[src/rtl/pipe_ctrl.sv]
// Pipeline controller: stage stall/flush generation, control registers,
// interrupt detection and exception entry/return sequencing for the 5-stage core.
module pipe_ctrl #(
    parameter int IRQ_W = 8
) (
    input  logic             clk,
    input  logic             reset,
    input  logic             if_busy,
    input  logic             mem_busy,
    input  logic             ld_hazard,
    input  logic [IRQ_W-1:0] irq,
    input  logic [29:0]      mem_pc,
    input  logic             mem_en,
    input  logic             mem_br_flag,
    input  logic [1:0]       mem_ctrl_op,
    input  logic [4:0]       mem_dst_addr,
    input  logic [2:0]       mem_exp_code,
    input  logic [31:0]      mem_out,
    input  logic [4:0]       creg_rd_addr,
    output logic [31:0]      creg_rd_data,
    output logic             exe_mode,
    output logic             if_stall,
    output logic             id_stall,
    output logic             ex_stall,
    output logic             mem_stall,
    output logic             if_flush,
    output logic             id_flush,
    output logic             ex_flush,
    output logic             mem_flush,
    output logic [29:0]      new_pc,
    output logic             int_detect
);

    localparam logic [1:0] OP_WRCR = 2'd1;
    localparam logic [1:0] OP_EXRT = 2'd2;

    typedef enum logic {RUN, FLUSH} state_e;

    state_e           state_q, state_d;
    logic             exe_mode_q, exe_mode_d;
    logic             int_en_q, int_en_d;
    logic [1:0]       pre_status_q, pre_status_d;
    logic [29:0]      epc_q, epc_d;
    logic [29:0]      exp_vector_q, exp_vector_d;
    logic [3:0]       cause_q, cause_d;
    logic [IRQ_W-1:0] int_mask_q, int_mask_d;

    logic stall, accept, take_exp, take_exrt, take_wrcr;

    assign stall     = if_busy | mem_busy;
    assign accept    = (state_q == RUN) && !stall && mem_en;
    assign take_exp  = accept && (mem_exp_code != 3'd0);
    assign take_exrt = accept && (mem_exp_code == 3'd0) && (mem_ctrl_op == OP_EXRT);
    assign take_wrcr = accept && (mem_exp_code == 3'd0) && (mem_ctrl_op == OP_WRCR);

    assign if_stall   = stall | ld_hazard;
    assign id_stall   = stall;
    assign ex_stall   = stall;
    assign mem_stall  = stall;
    assign exe_mode   = exe_mode_q;
    assign int_detect = int_en_q & |(irq & ~int_mask_q);

    // Flush/redirect controls are combinational so the pipeline registers
    // consume them on the same edge that commits the control registers.
    always_comb begin
        if_flush  = 1'b0;
        id_flush  = 1'b0;
        ex_flush  = 1'b0;
        mem_flush = 1'b0;
        new_pc    = 30'd0;
        if (state_q == FLUSH) begin
            id_flush = 1'b1;
            ex_flush = 1'b1;
        end else if (take_exp) begin
            {if_flush, id_flush, ex_flush, mem_flush} = 4'b1111;
            new_pc = exp_vector_q;
        end else if (take_exrt) begin
            {if_flush, id_flush, ex_flush, mem_flush} = 4'b1111;
            new_pc = epc_q;
        end else if (ld_hazard && !stall) begin
            id_flush = 1'b1;
        end
    end

    always_comb begin
        creg_rd_data = 32'd0;
        case (creg_rd_addr)
            5'd0: creg_rd_data = {30'd0, int_en_q, exe_mode_q};
            5'd1: creg_rd_data = {30'd0, pre_status_q};
            5'd2: creg_rd_data = {epc_q, 2'b00};
            5'd3: creg_rd_data = {exp_vector_q, 2'b00};
            5'd4: creg_rd_data = {28'd0, cause_q};
            5'd5: creg_rd_data = {{(32-IRQ_W){1'b0}}, int_mask_q};
            5'd6: creg_rd_data = {{(32-IRQ_W){1'b0}}, irq};
            default: creg_rd_data = 32'd0;
        endcase
    end

    // NOTE: every _d defaults to its _q first, so no path through this block
    // leaves a signal unassigned and no latch is inferred.
    always_comb begin
        state_d      = state_q;
        exe_mode_d   = exe_mode_q;
        int_en_d     = int_en_q;
        pre_status_d = pre_status_q;
        epc_d        = epc_q;
        exp_vector_d = exp_vector_q;
        cause_d      = cause_q;
        int_mask_d   = int_mask_q;
        if (state_q == FLUSH) begin
            state_d = RUN;
        end else if (take_exp) begin
            // An instruction in a delay slot restarts at its branch.
            epc_d        = mem_br_flag ? mem_pc - 30'd1 : mem_pc;
            cause_d      = {mem_br_flag, mem_exp_code};
            pre_status_d = {int_en_q, exe_mode_q};
            exe_mode_d   = 1'b0;
            int_en_d     = 1'b0;
            state_d      = FLUSH;
        end else if (take_exrt) begin
            {int_en_d, exe_mode_d} = pre_status_q;
            state_d = FLUSH;
        end else if (take_wrcr) begin
            case (mem_dst_addr)
                5'd0: {int_en_d, exe_mode_d} = mem_out[1:0];
                5'd1: pre_status_d = mem_out[1:0];
                5'd2: epc_d        = mem_out[31:2];
                5'd3: exp_vector_d = mem_out[31:2];
                5'd4: cause_d      = mem_out[3:0];
                5'd5: int_mask_d   = mem_out[IRQ_W-1:0];
                default: ;
            endcase
        end
    end

    // NOTE: sequential state uses non-blocking assignments only, so every
    // flop samples the pre-edge value of the others.
    always_ff @(posedge clk) begin
        if (reset) begin
            state_q      <= RUN;
            exe_mode_q   <= 1'b0;
            int_en_q     <= 1'b0;
            pre_status_q <= 2'd0;
            epc_q        <= 30'd0;
            exp_vector_q <= 30'd0;
            cause_q      <= 4'd0;
            int_mask_q   <= {IRQ_W{1'b1}};
        end else begin
            state_q      <= state_d;
            exe_mode_q   <= exe_mode_d;
            int_en_q     <= int_en_d;
            pre_status_q <= pre_status_d;
            epc_q        <= epc_d;
            exp_vector_q <= exp_vector_d;
            cause_q      <= cause_d;
            int_mask_q   <= int_mask_d;
        end
    end

endmodule

[config.mk]
export PLATFORM = sky130hd
export DESIGN_NAME = pipe_ctrl
export DESIGN_NICKNAME = d
export VERILOG_FILES = /design/src/rtl/pipe_ctrl.sv
export SDC_FILE = /design/constraint.sdc
export NUM_CORES = 1
export LEC_CHECK = 0
export BUFFER_PORTS_ARGS = -buffer_cell sky130_fd_sc_hd__buf_4
export CAP_MARGIN = 25
export CORE_ASPECT_RATIO = 1.2
export CORE_UTILIZATION = 46
export CTS_BUF_LIST = sky130_fd_sc_hd__clkbuf_16
export CTS_CLUSTER_DIAMETER = 40
export DETAILED_ROUTE_END_ITERATION = 10
export GPL_TIMING_DRIVEN = 0
export PLACE_DENSITY = 0.77
export SKIP_LAST_GASP = 1
export SLEW_MARGIN = 20
export SYNTH_ARGS = -nofsm -noshare
export SYNTH_HDL_FRONTEND = slang
export SYNTH_SLANG_ARGS = --single-unit
[constraint.sdc]
create_clock -name clk -period 2.95 [get_ports clk]
set_clock_uncertainty 0.05 [all_clocks]
set_input_delay 0.59 -clock clk [delete_from_list [all_inputs] [get_ports clk]]
set_output_delay 0.59 -clock clk [all_outputs]
set_load 0.05 [all_outputs]
=== Word-level counts from Yosys, hierarchy flattened ===
Cells that the tools add are included.

* Flip-flop bits (word level): 77
* Latch bits: 0
* Memory bits (writable): 0
* ROM bits: 0
* Input port bits: 92
* Output and inout port bits: 72
* Logic and storage cells: 89
* Memories: 0

* Add/subtract/negate cells: 1
* $mul: 0
* Div/mod/pow operators: 0
* Order comparisons: 0
* Equal/unequal tests: 14
* Shifts and indexed selects: 0
* Multiplexer cells: 33
* Bitwise operators: 8
* Reductions and logical operators: 25

{| class="wikitable"
|+ Operator list
! kind !! number
|-
| $mux 30 || 8
|-
| $pmux 32 s7 || 1
|-
| $sub 30x1->30 const B || 1
|-
| $eq 5x3->1 const B || 5
|-
| $eq 5x2->1 const B || 4
|-
| $mux 1 || 16
|-
| $mux 4 || 4
|-
| $reduce_and 4->1 || 3
|-
| $eq 5x1->1 const B || 2
|-
| $logic_not 5->1 || 2
|-
| $reduce_and 5->1 || 2
|-
| $reduce_bool 3->1 || 3
|-
| $and 8x8->8 || 1
|-
| $mux 2 || 4
|-
| $not 8->8 || 1
|-
| $reduce_bool 2->1 || 4
|-
| $reduce_or 8->1 || 1
|-
| $logic_and 1x1->1 || 7
|-
| $logic_not 3->1 || 1
|-
| $not 1->1 || 3
|-
| $reduce_and 3->1 || 1
|-
| $eq 2x1->1 const B || 1
|-
| $eq 2x2->1 const B || 1
|-
| $ne 2x2->1 const B || 1
|-
| other kinds (3) || 4
|}

=== Logic depth before layout (Yosys ltp) ===
* Depth after elaboration: 9
* Depth in mapped cells: 8
* Gate-level depth less buffers: 7

=== Least setup slack after synthesis ===
Ideal clock, no wire load.

* Kind: input to output
* Start: input port mem_busy
* End: output port new_pc[0]
* Data arrival time: 2.785 ns
* Required time: 2.310 ns
* Setup slack: -0.475 ns
* Cell stages on the path: 6
* Buffers on the path: 3
* Cells stage by stage: or4b_2 > clkbuf_1 > nor2_1 > clkbuf_1 > clkbuf_1 > a22o_1

* Longest elaborated chain between the ends: 9
* Elaborated cells between the ends (all ways): 10
* Those cells by class: 3 x mux; 1 x bitwise; 6 x reduce/logical

{| class="wikitable"
|+ Ends and longest elaborated chain
! element !! RTL line !! text
|-
| from (decl) || 9 || <nowiki>input logic mem_busy,</nowiki>
|-
| $or 1x1->1 * || 50 || <nowiki>assign stall = if_busy | mem_busy;</nowiki>
|-
| $logic_not 1->1 * || 51 || <nowiki>assign accept = (state_q == RUN) && !stall && mem_en;</nowiki>
|-
| $logic_and 1x1->1 * (2 in a row) || 51 ||
|-
| $logic_and 1x1->1 (2 in a row) || 53 || <nowiki>assign take_exrt = accept && (mem_exp_code == 3'd0) && (mem_ctrl_op == OP_EXRT);</nowiki>
|-
| $mux 30 || 77 || <nowiki>end else if (take_exrt) begin</nowiki>
|-
| $mux 30 * || 74 || <nowiki>end else if (take_exp) begin</nowiki>
|-
| $mux 30 * || 71 || <nowiki>if (state_q == FLUSH) begin</nowiki>
|-
| to (decl) || 30 || <nowiki>output logic [29:0] new_pc,</nowiki>
|}

Mark *: on every way between the ends. The rest lies on a longest branch, timed or not.

=== Worst setup path in the final report ===
* Start: input port if_busy
* End: output port id_flush

* Longest elaborated chain between the ends: 9
* Elaborated cells between the ends (all ways): 12
* Those cells by class: 4 x mux; 1 x bitwise; 7 x reduce/logical

{| class="wikitable"
|+ Ends and longest elaborated chain
! element !! RTL line !! text
|-
| from (decl) || 8 || <nowiki>input logic if_busy,</nowiki>
|-
| $or 1x1->1 * || 50 ||
|-
| $logic_not 1->1 * || 51, 80 ||
|-
| $logic_and 1x1->1 (2 in a row) || 51 ||
|-
| $logic_and 1x1->1 (2 in a row) || 53 ||
|-
| $mux 1 || 77 ||
|-
| $mux 1 * || 74 ||
|-
| $mux 1 * || 71 ||
|-
| to (decl) || 27 || <nowiki>output logic id_flush,</nowiki>
|}

Marked as above.

==> results.cfg <==
[outcome]
status = completed

[global_routing]
busiest_layer = met2
grt_use_met3_pct = 4.539
grt_max_degree = 20
grt_pass1_vias = 5452
use_met1_pct = 39.23
grt_pass1_wl_um = 27020
antenna_found_initial = 0
grt-ovfl-total = 0
grt_usage_pct = 33.15
use_met2_pct = 56.59

[synth]
ys.flop_type = dfxtp_1
synth_top_area_cell = dfxtp_1
synthTopCellsByCount = nand2_1 (105), dfxtp_1 (77), a22o_1 (54)
async_flop_share_pct = 0
ys_seq_area_share_pct = 32.90
synth-edff-count = 0
ys_types = 55
synth_top_area_share_pct = 32.90
synthesis.instances = 599
syn_nets = 692
syn_area_um2 = 4686
syn_area_per_cell_um2 = 7.823
ys_ff_latch = 77
synthTopCellsByArea = dfxtp_1 (33%), a22o_1 (10%), nand2_1 (8.4%)
yosys_warnings = 0
synth.most_common_cell = nand2_1

[timing]
max_slew_margin_pct = 52.36
post-route-period-util_pct = 99.89
drv_slew = 0
finalSetupTns_ns = 0
min_period_ns = 2.947
worst_slew_pin_slew_ns = 0.7145
setup_viol = 0
rsz0062_at_grt = yes
setup_ws_ns = 0.003268
fmax_ghz = 0.3394
final_hold_viol_count = 0

[finish]
final_nets = 871
drive_above_1_share_pct = 35.38
area_growth_pct = 51.08
n_antenna_cell = 0
utilization_pct = 71.08
fin_area_um2 = 7079

[placement]
io_buffer_count = 159
pre_cts_ws_ns = -0.6092
placed_area_um2 = 6365
place_congestion = 0.9828
dp_hpwl_um = 12940

[pwr]
p_clk_share_pct = 42.3
combPwrFrac_pct = 16.1
leakage_nw = 2.891
internal_power_mw = 1.893
ir_worst_vdd_mv = 0.2755
p_sw_share_pct = 27.61
p_seq_share_pct = 41.5
power.net_switching_uw = 721.9
power.total_mw = 2.615
power-per-cell-area_nw_per_um2 = 369.4

[clock_network]
cts_root_buf = clkbuf_16
cts_htree_levels = 3
clock_path_buffers = 2
clk_pin_slew_worst_paths_ns = 0.06
cts_tree = built
cts_sinks = 77
clock_latency_ns = 0.34
numCtsBuffers = 9
cts_hold_buffers = 0

[worst_setup_path]
setup.worst_path.end_class = output port
critical_path_class = primary input to output port
critical_path_required_ns = 2.31
worstPathArrival_ns = 2.31
critPathMaxFanout = 4
r2r_setup_slack_ns = 0.20
cp-start-kind = primary input

[die]
dieHeight_um = 112.6
die-width_um = 94.14
start_util_pct = 47.05
die_area_um2 = 10600
core_area_um2 = 9960
num_rows = 40
ios = 164

[routing]
vias = 5641
viasPerCell = 6.206
drt_pass1_iterations = 6
wl_um = 18400
antenna_left = 0
wl_per_cell_um = 20.24
drc_errors = 0
drtIter0Drc = 577

[worst_hold_path]
hold_class = register to register

[job]
drv_cap = 0
==> what timing repair did <==
action                     CTS  global route
resized for setup           31            53
pin swaps                    3            10
setup buffers                6             2
cloned                       0             3
hold endpoints to repair     0             0
setup endpoints to repair   62            61
==> cell type report <==
class / instances / area [µm²]
Clock inverter: 7 / 66.31
Inverter: 13 / 48.80
Sequential cell: 77 / 1541
Tap cell: 126 / 157.7
Clock buffer: 9 / 225.2
Buffer: 52 / 307.8
Timing Repair Buffer: 170 / 1481
Multi-Input combinational cell: 455 / 3251
Fill cell: 788 / 2880
==> layout by cell type, fill, tap and decap left out, types with 4 or more instances in the layout <==
cell type  count
xor2_1         8
buf_4        140
nor2b_1        8
nand4b_1       9
a31oi_1        4
buf_8         15
xnor2_1       10
clkbuf_1      30
a222oi_1       4
nor3_1        13
nand3b_1      15
o211ai_1      14
inv_1         13
a22o_4        28
nand3_1       13
or3_1          6
o21ai_0        7
o41ai_1        6
nor4_1         8
buf_2          4
mux2i_1        8
a21o_1         5
nor2_1        26
a22o_2        22
clkbuf_16     12
dfxtp_1       77
o22ai_1        6
clkbuf_2       4
or4_1          7
a211o_1       16
nand2_1      105
a22o_1         4
buf_6         20
a21oi_1       51
==> metrics by stage <==
stage | std cells | hold WS (ns)
final | 909 | 0.4249
after global routing | 909 | 0.4435
after CTS | 904 | 0.4240
after detailed placement | 884 | 0.4167
after global placement | 884 | 0.4080
after floorplan | 599 | 0.3985
==> power groups by stage <==
stage	clock (mW)	combinational [mW]	sequential (mW)
3_5_place_dp	0	0.393	1.11
5_1_grt	1.15	0.443	1.09
3_3_place_gp	0	0.387	1.11
2_1_floorplan	0	0.199	1.10
6_report	1.11	0.422	1.09
4_1_cts	1.10	0.403	1.09
==> layer usage <==
layer	vias up	share of wire [%]
li1	2594	-
met2	328	50
met5	-	0
met1	2660	37
met3	59	8.3
met4	0	4.0
==> path summary, 6_finish.rpt <==
kind	to	from	depth (start not counted)
worst min-delay path	exp_vector_q[16]	exp_vector_q[16]	2
worst min register to register	exp_vector_q[16]	exp_vector_q[16]	2
worst max register to register	int_mask_q[6]	state_q	8
worst max-delay path	id_flush	if_busy	8
==> state kept, by name, summed over array words and instances (netlist names) <==
| name | cells |
|---|---|
| epc_q | 30 |
| exp_vector_q | 30 |
| int_mask_q | 8 |
| cause_q | 4 |
| pre_status_q | 2 |
| exe_mode | 1 |
| int_en_q | 1 |
| state_q | 1 |
==> logic make-up after synthesis <==
| kind of cell | count (synthesis) | share of synthesized area (%) |
|---|---|---|
| buffers and inverters | 67 | 5.688 |
| xor gates and xnor gates | 18 | 3.364 |
| DFF | 77 | 32.90 |
| AOI/OAI and AO/OA | 188 | 29.40 |
| muxes | 10 | 2.190 |
| adders and majority gates | 1 | 0.2670 |
| and+or+nand+nor | 238 | 26.20 |
==> critical path: stages <==
cell and delay [ns]:
buf_8 0.10, or4b_4 0.58, nor4b_4 0.36, buf_4 0.23, buf_6 0.10, or3_4 0.12
a21o_4 0.09, buf_8 0.13
Power figures use the tool's default switching activity.
